<file path="config.mk">
export PLATFORM = sky130hd
export DESIGN_NAME = mc_ctrl_fsm
export DESIGN_NICKNAME = d
export VERILOG_FILES = /design/src/rtl/mc_ctrl_fsm.sv
export SDC_FILE = /design/constraint.sdc
export NUM_CORES = 1
export LEC_CHECK = 0
export ABC_AREA = 1
export ABC_CLOCK_PERIOD_IN_PS = 7300
export BUFFER_PORTS_ARGS = -buffer_cell sky130_fd_sc_hd__buf_2
export CORE_UTILIZATION = 45
export CTS_CLUSTER_SIZE = 28
export DETAILED_ROUTE_END_ITERATION = 7
export PLACE_DENSITY = 0.69
export SYNTH_ARGS = -nofsm -noshare
export SYNTH_HDL_FRONTEND = slang
export SYNTH_SLANG_ARGS = --single-unit
</file>
<file path="constraint.sdc">
create_clock -name clk -period 7.3 [get_ports clk]
set_clock_uncertainty 0.1 [all_clocks]
set_input_delay 1.46 -clock clk [delete_from_list [all_inputs] [get_ports clk]]
set_output_delay 1.46 -clock clk [all_outputs]
set_load 0.02 [all_outputs]
</file>
<file path="src/rtl/mc_ctrl_fsm.sv">
// Multi-cycle CPU control sequencer: fetch/decode/exec/mem/wb stepping with a
// memory-wait timeout that parks the block in HALT until reset.
//
//   state  | meaning
//   FETCH  | instruction read; IR and PC load when memory answers
//   DECODE | class decode; jumps retire here, illegal ops halt
//   EXEC   | branch resolve, or dispatch to MEM / WB
//   MEM    | data read or write, waits on mem_ready
//   WB     | register-file write, retire
//   HALT   | timeout or illegal op; left only through rst
module mc_ctrl_fsm #(
  parameter int unsigned MAX_WAIT = 15
) (
  input  logic        clk,
  input  logic        rst,
  input  logic [5:0]  op,
  input  logic [5:0]  funct,
  input  logic        br_cond,
  input  logic        mem_ready,
  output logic [2:0]  state,
  output logic        mem_req,
  output logic        mem_we,
  output logic        IRWr,
  output logic        PCWr,
  output logic        RFWr,
  output logic        instr_done,
  output logic        halted,
  output logic [31:0] retired
);

  typedef enum logic [2:0] {
    S_FETCH  = 3'd0,
    S_DECODE = 3'd1,
    S_EXEC   = 3'd2,
    S_MEM    = 3'd3,
    S_WB     = 3'd4,
    S_HALT   = 3'd7
  } state_t;

  localparam int WCW = (MAX_WAIT > 1) ? $clog2(MAX_WAIT) : 1;
  localparam logic [WCW-1:0] WLIM = WCW'(MAX_WAIT - 1);

  state_t         st_q, st_nxt;
  logic [WCW-1:0] wcnt;
  logic           wait_inc;

  logic is_jr, is_jalr, is_r, is_i, is_ld, is_st, is_br, is_j, is_jal, is_legal;

  always_comb begin
    is_jr    = (op == 6'h00) && (funct == 6'h08);
    is_jalr  = (op == 6'h00) && (funct == 6'h09);
    is_r     = (op == 6'h00) && !is_jr && !is_jalr;
    is_i     = (op[5:3] == 3'b001);
    is_ld    = op inside {6'h20, 6'h21, 6'h23, 6'h24, 6'h25};
    is_st    = op inside {6'h28, 6'h29, 6'h2B};
    is_br    = op inside {6'h01, 6'h04, 6'h05, 6'h06, 6'h07};
    is_j     = (op == 6'h02) || is_jr;
    is_jal   = (op == 6'h03) || is_jalr;
    is_legal = is_r || is_i || is_ld || is_st || is_br || is_j || is_jal;
  end

  always_comb begin
    st_nxt     = st_q;
    wait_inc   = 1'b0;
    mem_req    = 1'b0;
    mem_we     = 1'b0;
    IRWr       = 1'b0;
    PCWr       = 1'b0;
    RFWr       = 1'b0;
    instr_done = 1'b0;
    case (st_q)
      S_FETCH: begin
        mem_req = 1'b1;
        if (mem_ready) begin
          IRWr   = 1'b1;
          PCWr   = 1'b1;
          st_nxt = S_DECODE;
        end else if (wcnt == WLIM) begin
          st_nxt = S_HALT;
        end else begin
          wait_inc = 1'b1;
        end
      end
      S_DECODE: begin
        if (is_j) begin
          PCWr       = 1'b1;
          instr_done = 1'b1;
          st_nxt     = S_FETCH;
        end else if (is_jal) begin
          PCWr       = 1'b1;
          RFWr       = 1'b1;
          instr_done = 1'b1;
          st_nxt     = S_FETCH;
        end else if (!is_legal) begin
          st_nxt = S_HALT;
        end else begin
          st_nxt = S_EXEC;
        end
      end
      S_EXEC: begin
        if (is_br) begin
          PCWr       = br_cond;
          instr_done = 1'b1;
          st_nxt     = S_FETCH;
        end else if (is_ld || is_st) begin
          st_nxt = S_MEM;
        end else if (is_r || is_i) begin
          st_nxt = S_WB;
        end else begin
          // op is stable from DECODE, so this only catches a misbehaving datapath
          st_nxt = S_HALT;
        end
      end
      S_MEM: begin
        mem_req = 1'b1;
        mem_we  = is_st;
        if (mem_ready) begin
          instr_done = is_st;
          st_nxt     = is_st ? S_FETCH : S_WB;
        end else if (wcnt == WLIM) begin
          st_nxt = S_HALT;
        end else begin
          wait_inc = 1'b1;
        end
      end
      S_WB: begin
        RFWr       = 1'b1;
        instr_done = 1'b1;
        st_nxt     = S_FETCH;
      end
      S_HALT:  st_nxt = S_HALT;
      default: st_nxt = S_HALT;
    endcase

    // reset masks every strobe so an aborted instruction never retires
    if (rst) begin
      mem_req    = 1'b0;
      mem_we     = 1'b0;
      IRWr       = 1'b0;
      PCWr       = 1'b0;
      RFWr       = 1'b0;
      instr_done = 1'b0;
    end
  end

  always_ff @(posedge clk) begin
    if (rst) begin
      st_q    <= S_FETCH;
      wcnt    <= '0;
      retired <= '0;
    end else begin
      st_q    <= st_nxt;
      retired <= retired + 32'(instr_done);
      if (st_nxt != st_q)
        wcnt <= '0;
      else if (wait_inc)
        wcnt <= wcnt + 1'b1;
    end
  end

  assign state  = st_q;
  assign halted = (st_q == S_HALT) && !rst;

endmodule
</file>
Yosys cells after proc, flatten, opt, wreduce, memory -nomap -nowiden. Cells that the tools add are included.

Register bits: 39. Output and inout port bits: 42.

Equality and inequality tests: 25. Reductions and logical operators: 24. Mux-type cells: 33. Add/subtract/negate cells: 2.

Operator list (count): $eq A6 B6 Y1 const B (8); $add A32 B1 Y32 (1); $mux W3 (9); $eq A6 B3 Y1 const B (4); $mux W1 (19); $pmux W3 S5 (1); $eq A6 B2 Y1 const B (2); $eq A6 B4 Y1 const B (2); $reduce_bool A5 Y1 (2); $logic_or A1 B1 Y1 (9); $eq A3 B1 Y1 const B (2); $eq A3 B2 Y1 const B (2); $eq A3 B3 Y1 const B (2); $eq A6 B1 Y1 const B (1); $logic_not A6 Y1 (1); $logic_and A1 B1 Y1 (5); $add A4 B1 Y4 const B (1); $eq A4 B4 Y1 const B (1); $pmux W1 S4 (1); $reduce_or A2 Y1 (2); $logic_not A1 Y1 (3); $logic_not A3 Y1 (1); $ne A3 B3 Y1 (1); $pmux W1 S3 (1); other kinds (3) (3).

Depth between registers and ports, before layout.
Depth in word-level cells: 17. Mapped depth: 23. Depth with buffers taken out: 23.

Worst setup path after synthesis. Ideal clock, no wire load.

Path type: in2reg. Start: input port op[5]. End: register retired[28]. Setup slack: 3.092 ns. Buffers on the path: 0. Library setup time: 0.116 ns. Cell stages on the path: 23. Arrival: 3.992 ns. Cells stage by stage: nor2_1 > nand2_1 > nor2_1 > inv_1 > o21ai_1 > nor2_1 > nor2_1 > nor3_1 > nor2_1 > ha_1 > ha_1 > nand2_1 > inv_2 > nand2_2 > nor2_4 > nand2_2 > nor2_4 > nand2_2 > nor2_4 > nand2_2 > nor2_2 > nand2_1 > and3_1.

Longest elaborated chain between the ends: 8. Elaborated cells between the ends (all ways): 24. Classes of those cells: 1 x add/sub; 10 x eq/ne; 6 x mux; 7 x reduce/logical.

RTL lines: start: declaration (line 16) `input logic [5:0] op,`; $logic_not A6 Y1 (line 50, 51); $logic_and A1 B1 Y1 (line 51) `is_jalr = (op == 6'h00) && (funct == 6'h09);`; $logic_or A1 B1 Y1 (line 58) `is_jal = (op == 6'h03) || is_jalr;`; $mux W1 (line 89) `end else if (is_jal) begin`; $mux W1 (line 85) `if (is_j) begin`; $pmux W1 S4 * (line 71) `case (st_q)`; $mux W1 * (line 136) `if (rst) begin`; named net instr_done (line 26) `output logic instr_done,`; $add A32 B1 Y32 * (line 153) `retired <= retired + 32'(instr_done);`; end signal: assignment (line 153); end: declaration (line 28) `output logic [31:0] retired`.

The timed path passes the listed nets; every way through them passes the cells marked *. A chain may end at the register's enable or synchronous reset.

Final worst setup path.
Start: input port op[5]. End: output port instr_done.

Longest elaborated chain between the ends: 7. Elaborated cells between the ends (all ways): 23. Classes of those cells: 10 x eq/ne; 6 x mux; 7 x reduce/logical.

RTL lines (line): $logic_not A6 Y1 (50, 51); $logic_and A1 B1 Y1 (51); $logic_or A1 B1 Y1 (58); $mux W1 (89); $mux W1 (85); $pmux W1 S4 * (71); $mux W1 * (136); end: declaration (26).

Every way passes the cells marked *; elsewhere a longest branch is shown, timed or not.

==> run summary <==
Worst-Margin Slew = 565 ps
most common cell in the netlist = nand2_1
RSZ-0062 raised after global routing = false
Rows = 25
setup violators final = 0
# port buffers = 57
Post-DP Area = 2680 um2
register area = 781 um2
Tcrit/Tclk final = 59.4%
critical path's most frequent cell = nor2_1
largest area contributor in the netlist = dfxtp_1
Avg WL per Cell = 10.6 um
type of destination of the critical path = output pin
Die Y = 73.9 um
Hold Path Class = flip-flop to flip-flop
CP top delay family = simple AND/OR/NAND/NOR gates
Multi-input gate area = 1320 um2
Buf/Inv on CP = 3
Cell variety after synth = 33
Die X = 73.9 um
largest net degree at the start of global routing = 30
cells along the critical path = buf_2 -> nor2_1 -> nand2_1 -> nor2_1 -> inv_1 -> o21ai_1 -> nor2_1 -> nor2_1 -> nor3_1 -> nor2_1 -> buf_2
Post-synth top cells = nand2_1, inv_1, nor2_1
yosys warns = 0
first-pass GRT wire length = 8.49 mm
1st-pass router iterations = 4
post-route antenna net violation count = 0
Total Nets Final = 431
Gate Count Post-Synth = 351
synthesized flop and latch total = 39
max_slew headroom = 62.4%
Compound-Gate Fraction of Synth Area = 11.0%
root cell of the clock tree = clkbuf_8
hold buffer count at cts = 0
number of flops mapped to enable cells by yosys = 0
sequential fraction of the synthesis area = 33.6%
gpl congestion = 0.878
Synth Area in Simple Gates = 41.3%
crit path kind = primary input to output pin
fillers = 481
clock-pin slew on the worst setup and hold paths = 70 ps
Vias = 2322
mux contribution to synthesized area = 0%
Clk pwr share = 25.5%
Initial DRC Count = 139
Final Hold Vio Count = 0
clk sinks = 39
Post-route DRC = 0
CTS tree = yes
Comb power frac = 31.4%
FFs w/ async S/R, synth = 0%
H-tree levels = 2
Pint = 0.347 mW
switch share = 36.8%
Worst VDD drop = 0.165 mV
top cell type's share of synthesized area = 33.6%
Mapped Nets = 371
Worst Path Required = 5740 ps
Layout Area Growth over Synthesis = 18.7%
Post-Syn Area = 2320 um2
Arrival @ worst endpoint = 2780 ps
Fmax = 230 MHz
Post-CTS Setup Inserts = 0
vias in the first global route = 1991
vias per inst = 4.85
share of layout cells above drive strength 1 = 21.1%
I/O pin count = 58
synth top area cells = dfxtp_1, nand2_1, inv_1
worst-path fanout max = 4
outcome = finished clean
max_cap viols = 0
xor/xnor share of the synthesized area = 2.26%
Post-Route WL = 5.07 mm
largest family of logic cells by synthesized area = simple AND/OR/NAND/NOR gates
Power Dens Cells = 199 nW/um2
Avg Inst Size Synth = 6.62 um2
grt ovf = 0
GRT Overall Usage = 19.7%
setup TNS = 0 ps
P_sw = 0.202 mW
static leakage = 1.33 nW
CP Launch Type = primary input
die area = 5450 um2
post-route cell area = 2760 um2
delay of the slowest critical-path stage = 210 ps
clk buf depth = 2
sequential power share = 43.1%
initial antenna violation count = 0
core area = 4850 um2
max-slew violation count = 0
slowest CP cell = nor2_1
post-cts resize count = 0
TritonCTS Buffers = 5
ant diodes = 0
Main synth FF type = dfxtp_1
Clock Latency Late Sink = 290 ps
Initial Utilization = 47.9%
Tmin final = 4340 ps
Post-DP HPWL = 3.92 mm
Post-Synth Adder-Cell Area = 2.15%
[layout by cell type (no fill, tap or decap), types with 2 or more instances in the layout]
master,Yosys,routed
nor2_1,53,53
nand2_1,67,67
ha_1,4,4
nand2_2,7,7
nor4_1,2,2
nand3_1,21,21
a21oi_1,23,23
xor2_1,5,5
o21a_1,3,3
nor2_4,6,6
clkbuf_8,0,5
clkbuf_1,4,2
nor3b_1,5,5
dfxtp_1,39,39
nand4_1,10,10
inv_1,55,55
nor3b_2,2,2
nor2_2,3,3
nor3_1,12,12
buf_2,0,57
o21ai_0,16,16
[layer usage]
layer	share of wire, %	global-route usage, %
met2	44	31.8
met3	4.1	3.70
met4	1.0	5.77
met5	0	0
met1	51	26.6
[kinds of logic after synthesis]
| group | Yosys count |
|---|---|
| and+or+nand+nor | 195 |
| buffers and inverters | 60 |
| DFF | 39 |
| AOI/OAI and AO/OA | 47 |
| xor gates and xnor gates | 6 |
| adders and majority gates | 4 |
[power by group through the flow]
stage | clock network [mW] | logic [mW] | registers [mW]
global placement | 0 | 0.170 | 0.242
detailed placement | 0 | 0.171 | 0.241
finish | 0.140 | 0.172 | 0.237
floorplan | 0 | 0.119 | 0.248
CTS | 0.146 | 0.172 | 0.236
global route | 0.153 | 0.196 | 0.239
[registers in the layout, indices dropped and copies added, names as in the netlist]
name	count
state	3
wcnt	4
retired	32
[through the flow]
step / total power, mW / hold WS (ps) / setup slack, ps / utilization (%) / cells
global placement: 0.412 / 367 / 3030 / 55.2 / 471
CTS: 0.553 / 385 / 2950 / 56.9 / 479
detailed placement: 0.412 / 374 / 2930 / 55.2 / 471
finish: 0.549 / 385 / 2960 / 56.9 / 479
global route: 0.588 / 426 / 2770 / 56.9 / 479
floorplan: 0.368 / 401 / 3090 / - / 351
[worst register-to-register path, delay by kind of cell (launching register included)]
family,cells,cell delay [ps]
adder cells (fa/ha/maj),2,380
buffers and inverters,3,270
flip-flops,1,460
AND/OR/NAND/NOR,15,1820
[path summary, 6_finish.rpt]
| check | slack (ps) | to | from | cells past startpoint |
|---|---|---|---|---|
| worst max-delay path | 2960 | instr_done | op[5] | 11 |
| worst min-delay path | 380 | retired[30]$_SDFF_PP0_ | retired[30]$_SDFF_PP0_ | 2 |
| worst max register to register | 4180 | retired[28]$_SDFF_PP0_ | state[0]$_SDFF_PP0_ | 20 |
| worst min register to register | 380 | retired[30]$_SDFF_PP0_ | retired[30]$_SDFF_PP0_ | 2 |
[final cells by class]
cell class | instances | area share (%)
Clock buffer | 7 | 2.77
Clock inverter | 1 | 0.181
Inverter | 56 | 7.62
Multi-Input combinational cell | 252 | 47.8
Sequential cell | 39 | 28.3
Tap cell | 67 | 3.04
Timing Repair Buffer | 57 | 10.3
(Power assumes the default switching activity.)
